`config.mk`:
```
export PLATFORM = sky130hd
export DESIGN_NAME = note_decoder_poly
export DESIGN_NICKNAME = d
export VERILOG_FILES = /design/src/rtl/note_decoder_poly.sv
export SDC_FILE = /design/constraint.sdc
export NUM_CORES = 1
export LEC_CHECK = 0
export ABC_CLOCK_PERIOD_IN_PS = 6200
export CAP_MARGIN = 20
export CORE_ASPECT_RATIO = 2
export CORE_MARGIN = 2
export CORE_UTILIZATION = 55
export DETAILED_ROUTE_END_ITERATION = 16
export GPL_TIMING_DRIVEN = 0
export PLACE_DENSITY = 0.75
export SLEW_MARGIN = 10
export SYNTH_ARGS = -nofsm -noshare
export SYNTH_HDL_FRONTEND = slang
export SYNTH_SLANG_ARGS = --single-unit
```
`constraint.sdc`:
```
create_clock -name clk -period 6.2 [get_ports clk]
set_input_delay 1.24 -clock clk [delete_from_list [all_inputs] [get_ports clk]]
set_output_delay 1.24 -clock clk [all_outputs]
set_load 0.005 [all_outputs]
```
`src/rtl/note_decoder_poly.sv`:
```
// note_decoder_poly: polyphonic square-wave tone mixer; define NOTE_DECODER_POLY_DECAY_EN for per-channel decaying envelopes
module note_decoder_poly #(
  parameter int CHANNELS  = 3,
  parameter int NOTE_W    = 9,
  parameter int OUT_W     = 8,
  parameter int PRESCALE  = 16,
  parameter int DECAY_DIV = 4096
) (
  input  logic                       clk,
  input  logic                       rst,
  input  logic                       load,
  input  logic [CHANNELS*NOTE_W-1:0] note,
  output logic [OUT_W-1:0]           out,
  output logic [CHANNELS-1:0]        active
);
  localparam int PW = PRESCALE > 1 ? $clog2(PRESCALE) : 1;
  localparam logic [OUT_W-1:0] AMP = OUT_W'(((2 ** OUT_W) - 1) / CHANNELS);
  logic [PW-1:0]     r_pre;
  logic              w_tick;
  logic [NOTE_W-1:0] r_code [CHANNELS];
  logic [NOTE_W-1:0] r_cnt  [CHANNELS];
  logic [NOTE_W-1:0] w_new  [CHANNELS];
  logic [CHANNELS-1:0] r_phase, w_chg, w_wrap;
  logic [OUT_W-1:0]  w_sum;
`ifdef NOTE_DECODER_POLY_DECAY_EN
  localparam int DW = DECAY_DIV > 1 ? $clog2(DECAY_DIV) : 1;
  logic [OUT_W-1:0] r_env [CHANNELS];
  logic [DW-1:0]    r_div;
  logic             w_dstep;
  assign w_dstep = r_div == DW'(DECAY_DIV - 1);
`else
  logic w_unused;
  assign w_unused = DECAY_DIV != 0;
`endif
  assign w_tick = r_pre == PW'(PRESCALE - 1);
  always_comb begin
    w_sum = '0;
    for (int i = 0; i < CHANNELS; i++) begin
      w_new[i]  = note[i*NOTE_W +: NOTE_W];
      w_chg[i]  = load && (w_new[i] != r_code[i]);
      w_wrap[i] = r_cnt[i] == r_code[i] - NOTE_W'(1);
`ifdef NOTE_DECODER_POLY_DECAY_EN
      w_sum = w_sum + (r_phase[i] ? r_env[i] : '0);
`else
      w_sum = w_sum + (r_phase[i] ? AMP : '0);
`endif
    end
  end
  always_ff @(posedge clk) begin
    if (rst) begin
      r_pre   <= '0;
      out     <= '0;
      active  <= '0;
      r_phase <= '0;
      for (int i = 0; i < CHANNELS; i++) begin
        r_code[i] <= '0;
        r_cnt[i]  <= '0;
`ifdef NOTE_DECODER_POLY_DECAY_EN
        r_env[i]  <= '0;
`endif
      end
`ifdef NOTE_DECODER_POLY_DECAY_EN
      r_div <= '0;
`endif
    end else begin
      r_pre <= w_tick ? '0 : r_pre + PW'(1);
      out   <= w_sum;
`ifdef NOTE_DECODER_POLY_DECAY_EN
      r_div <= w_dstep ? '0 : r_div + DW'(1);
`endif
      for (int i = 0; i < CHANNELS; i++) begin
        if (load) begin
          r_code[i] <= w_new[i];
          active[i] <= |w_new[i];
        end
        // a changed code restarts its channel; an idle channel stays parked at zero
        if (w_chg[i] || r_code[i] == '0) begin
          r_cnt[i]   <= '0;
          r_phase[i] <= 1'b0;
        end else if (w_tick) begin
          r_cnt[i]   <= w_wrap[i] ? '0 : r_cnt[i] + NOTE_W'(1);
          r_phase[i] <= r_phase[i] ^ w_wrap[i];
        end
`ifdef NOTE_DECODER_POLY_DECAY_EN
        if (w_chg[i])
          r_env[i] <= w_new[i] != '0 ? AMP : '0;
        else if (w_dstep && r_env[i] != '0)
          r_env[i] <= r_env[i] - OUT_W'(1);
`endif
      end
    end
  end
endmodule

```
### After elaboration in Yosys (flattened, before gate mapping)

Memories as Yosys holds them, arrays and structs flattened.
Cells that the tools add are included.
W data, S select, Z words.

| storage, ports and cells | value |
|---|---|
| bits in writable memories | 54 |
| memories kept | 2 |
| logic and storage cells | 91 |
| input port bits | 30 |
| output and inout bits | 11 |
| register bits | 18 |

Memory list:

| memory | words | bits a word | read ports | clocked after memory_dff | write ports | line | RTL |
|---|---|---|---|---|---|---|---|
| r_cnt | 3 | 9 | 3 | 0 | 3 | 21 | `logic [NOTE_W-1:0] r_cnt [CHANNELS];` |
| r_code | 3 | 9 | 3 | 0 | 3 | 20 | `logic [NOTE_W-1:0] r_code [CHANNELS];` |

| cells by class | value |
|---|---|
| bitwise logic cells | 12 |
| muxes and demuxes | 39 |
| equality and inequality tests | 7 |
| $add $sub $neg | 9 |
| reductions and logical operators | 16 |

Operators by type and width:

| cell | number |
|---|---|
| $mux W9 | 12 |
| $add A9 B1 Y9 const B | 3 |
| $eq A9 B9 Y1 | 3 |
| $logic_not A9 Y1 | 3 |
| $ne A9 B9 Y1 | 3 |
| $reduce_or A9 Y1 | 3 |
| $sub A9 B1 Y9 const B | 3 |
| $mux W1 | 24 |
| $mux W7 | 3 |
| $or A1 B1 Y1 | 9 |
| $add A7 B7 Y8 | 1 |
| $add A8 B7 Y8 | 1 |
| $reduce_or A2 Y1 | 4 |
| $add A4 B1 Y4 const B | 1 |
| $eq A4 B4 Y1 const B | 1 |
| $logic_and A1 B1 Y1 | 3 |
| $logic_or A1 B1 Y1 | 3 |
| $xor A1 B1 Y1 | 3 |

### Depth between registers and ports, before layout

Gate-level depths: netlist (run 1).
An unclocked memory read counts as a cell.

| depth | value |
|---|---|
| depth after elaboration | 9 |
| mapped depth | 8 |
| gate-level depth less buffers | 8 |

### Worst setup path after synthesis (run 1)

OpenSTA, ideal clock, no wires.

| timing | value |
|---|---|
| path type | in2reg |
| start point | input note[25] |
| end point | memory r_cnt[2][0] (enable) |
| buffers on the path | 0 |
| setup slack | 3499 ps |
| arrival | 2402 ps |
| cell stages on the path | 5 |
| cells stage by stage | xnor2_1 nand3_1 o41ai_1 o21ai_0 or3_1 |

RTL lines:

| what | line | RTL |
|---|---|---|
| from (decl) | 12 | `input logic [CHANNELS*NOTE_W-1:0] note,` |
| to (decl) | 21 |  |

==> results.md, run 1 <==
- Outcome: complete, no violations
- First-pass GRT wire length: 14900 µm
- Synthesized net count: 455
- Most used DFF post-synth: edfxtp_1
- Vias in the first global route: 3323
- Largest delay share family, worst path: compound AO/OA/AOI/OAI gates
- WL/cell: 16.1 µm
- Final Net Count: 506
- Most frequent cells in the layout: 54 x edfxtp_1, 41 x xor2_1, 40 x nor2_1, 40 x clkdlybuf4s50_1, 39 x xnor2_1
- Largest net degree at the start of global routing: 28
- Max_cap viols: 0
- CP Buf/Inv Count: 1
- M2 GR Usage: 45.0%
- Highest clock rate: 311 MHz
- Final Wtd Congestion: 0.869
- Initial Utilization: 56.8%
- CTS Hold Bufs: 0
- CTS Sinks: 66
- Worst-path fanout max: 9
- Tmin final: 3210 ps
- IR Drop Worst-Case VDD: 0.000172 V
- Final TNS setup: 0 ps
- Type of the most critical hold path: reg2reg
- Flops & latches, synth: 66
- Rel. slew slack: 52.1%
- Routed Antenna Nets: 0
- Total grt overflow: 0
- Mean Syn Cell Area: 10.0 µm²
- FF-to-FF setup slack: 3520 ps
- Clock tree buffer depth: 2
- CP startpoint kind: input port
- Dpl hpwl: 6940 µm
- Asr flop ratio synth: 0%
- Netlist Area Pre-Place: 0.00416 mm²
- IO Pins: 41
- WP data arrival: 3230 ps
- Setup bufs post-CTS: 0
- Fin util: 67.4%
- Crit-path slowest cell: or3_1
- Vias: 3181
- Ant diodes: 0
- YS warnings: 0
- LEAKAGE: 1.78 nW
- # setup viols final: 0
- Inserted Clock Buffers: 9
- Slew @ Worst Pin: 717 ps
- Pwr Density: 237 mW/mm²
- Max-slew violations: 0
- Commonest non-fill, non-tap cell in the layout: edfxtp_1
- Fin Clk Skew: 4.30 ps
- Vias per inst: 5.66
- IO Port Bufs: 40
- Crit Path Class: in2reg
- Fin worst setup slack: 2990 ps
- Post-Syn Instances: 414
- Initial drt markers: 116
- Seq/Total Area, Yosys: 44.8%
- Die Wd: 65.5 µm
- CTS Root Cell: clkbuf_16
- Number of synthesized flops with an enable pin: 54
- Slowest cell delay on critical path: 540 ps
- Period utilization: 51.8%
- Worst skew pair latency: 330 ps
- Tot GR Track Use: 23.6%
- Clock slew at reported path FFs: 50 ps
- CTS tree: built
- Final WL: 9030 µm
- Worst EP required: 6220 ps
- Drt drc: 0
- Hold Vio Cnt, Final: 0
- Pre-CTS setup slack: 2580 ps
- Share of layout cells above drive strength 1: 6.38%
- Die area: 0.00832 mm²
- Area Growth Syn to Fin: 18.7%
- Die height: 127 µm
- Placement Rows: 44
- Cell Chain, Critical Path: clkdlybuf4s50_1, xnor2_1, nand3_1, o41ai_1, o21ai_0, or3_1
- Synth unique cells: 54
- Post-CTS sizing: 0
- Gr busiest metal: met2
- Pre-antenna DRT Iters: 4
- RSZ-0062 raised after global routing: no
- Met1 Use GR: 22.5%
- Initial antenna violation count: 0
- H-tree levels: 3
- Global Route met3 Usage: 4.84%
- Fillers: 601
- Crit. End Element: flip-flop
- Core region area: 0.00732 mm²
synth_stat cells (all sizes together), types with 2 or more instances:
cell | n | area [µm²]
a22oi | 2 | 15.0
o41ai | 2 | 17.5
or2 | 4 | 25.0
nor2b | 5 | 31.3
nand3 | 17 | 85.1
nand4 | 9 | 56.3
o21ai | 5 | 25.0
nor4 | 10 | 68.8
or4 | 7 | 56.3
or3 | 7 | 43.8
dfxtp | 12 | 240
xor2 | 41 | 359
nand2b | 5 | 31.3
edfxtp | 54 | 1620
nor4b | 2 | 17.5
clkbuf | 10 | 37.5
nor3 | 20 | 100
o21a | 3 | 22.5
nor3b | 2 | 15.0
inv | 15 | 56.3
buf | 9 | 58.8
a31oi | 4 | 31.3
nor2 | 40 | 150
a221oi | 2 | 23.8
nand2 | 14 | 52.6
xnor2 | 39 | 342
ha | 10 | 125
a21oi | 6 | 30.0
and2 | 31 | 194
a311oi | 3 | 26.3
o31ai | 3 | 22.5
and3 | 6 | 37.5
o211ai | 3 | 27.5
per-layer routing:
metal | vias up | wire, µm | share of wire [%]
li1 | 1577 | - | -
met1 | 1524 | 3340 | 37
met2 | 59 | 5170 | 57
met3 | 21 | 186 | 2.1
met4 | 0 | 323 | 3.6
met5 | - | 0 | 0
where the power goes:
part	switching (mW)	total (mW)	internal [mW]
Clock	0.178	0.444	0.266
Combinational	0.0935	0.184	0.0905
Sequential	0.0341	0.543	0.509
Total	0.305	1.17	0.865
path summary, 6_finish.rpt:
check,start,end,depth (start not counted)
worst max-delay path,note[25],r_cnt[2][8],6
worst min-delay path,r_pre[0],r_pre[0],1
worst max register to register,r_code[0][0],r_cnt[0][7],8
worst min register to register,r_pre[0],r_pre[0],1
cell families (layout without fill, tap and decap cells):
family | Yosys count | after routing | synth area share [%]
AND/OR/NAND/NOR | 180 | 180 | 23.4
XOR/XNOR | 80 | 80 | 16.8
flip-flops | 66 | 66 | 44.8
AO/OA/AOI/OAI | 43 | 43 | 7.82
buffers and inverters | 34 | 90 | 3.67
adder cells (fa/ha/maj) | 11 | 11 | 3.49
final cells by class:
cell class | count | area (µm²) | area share [%]
buffer | 19 | 96.3 | 1.95
clock buffer | 10 | 229 | 4.64
clock inverter | 6 | 33.8 | 0.684
inverter | 15 | 56.3 | 1.14
multi-input combinational | 314 | 2140 | 43.4
sequential | 66 | 1860 | 37.7
tap | 92 | 115 | 2.33
timing repair buffer | 40 | 400 | 8.11
flip-flops by register name, summed over array words and instances, names as in the netlist:
name and flops:
r_code 27, out 2, r_pre 4, r_phase 3, active 3, r_cnt 27
metrics by stage:
stage,power (mW),hold slack [ps],cell area [µm²],cells
CTS,1.18,471,4940,562
floorplan,0.670,431,4160,414
global placement,0.727,448,4670,546
finish,1.17,467,4940,562
detailed placement,0.734,457,4670,546
global route,1.22,488,4940,562
Note: power is estimated with default switching activity, not from simulation.
==> run 2: changes to the inputs <==
ABC_CLOCK_PERIOD_IN_PS = 3000   (was 6200)
clock period = 3 ns   (was 6.2 ns; I/O delays follow)
==> results of run 2 <==
Same layout as run 1 (identical final DEF). Status: complete, no violations.
Among the figures that moved: setup slack after placement 2580 ps -> 18.7 ps; setup slack after layout 2990 ps -> 318 ps; start point of the critical path note[25] -> r_code[0][0]; end point of the critical path r_cnt[2][8] -> r_cnt[0][7]; register-to-register setup slack 3520 ps -> 320 ps; total power 1.17 mW -> 2.42 mW; worst IR drop on VDD 0.000172 V -> 0.000356 V
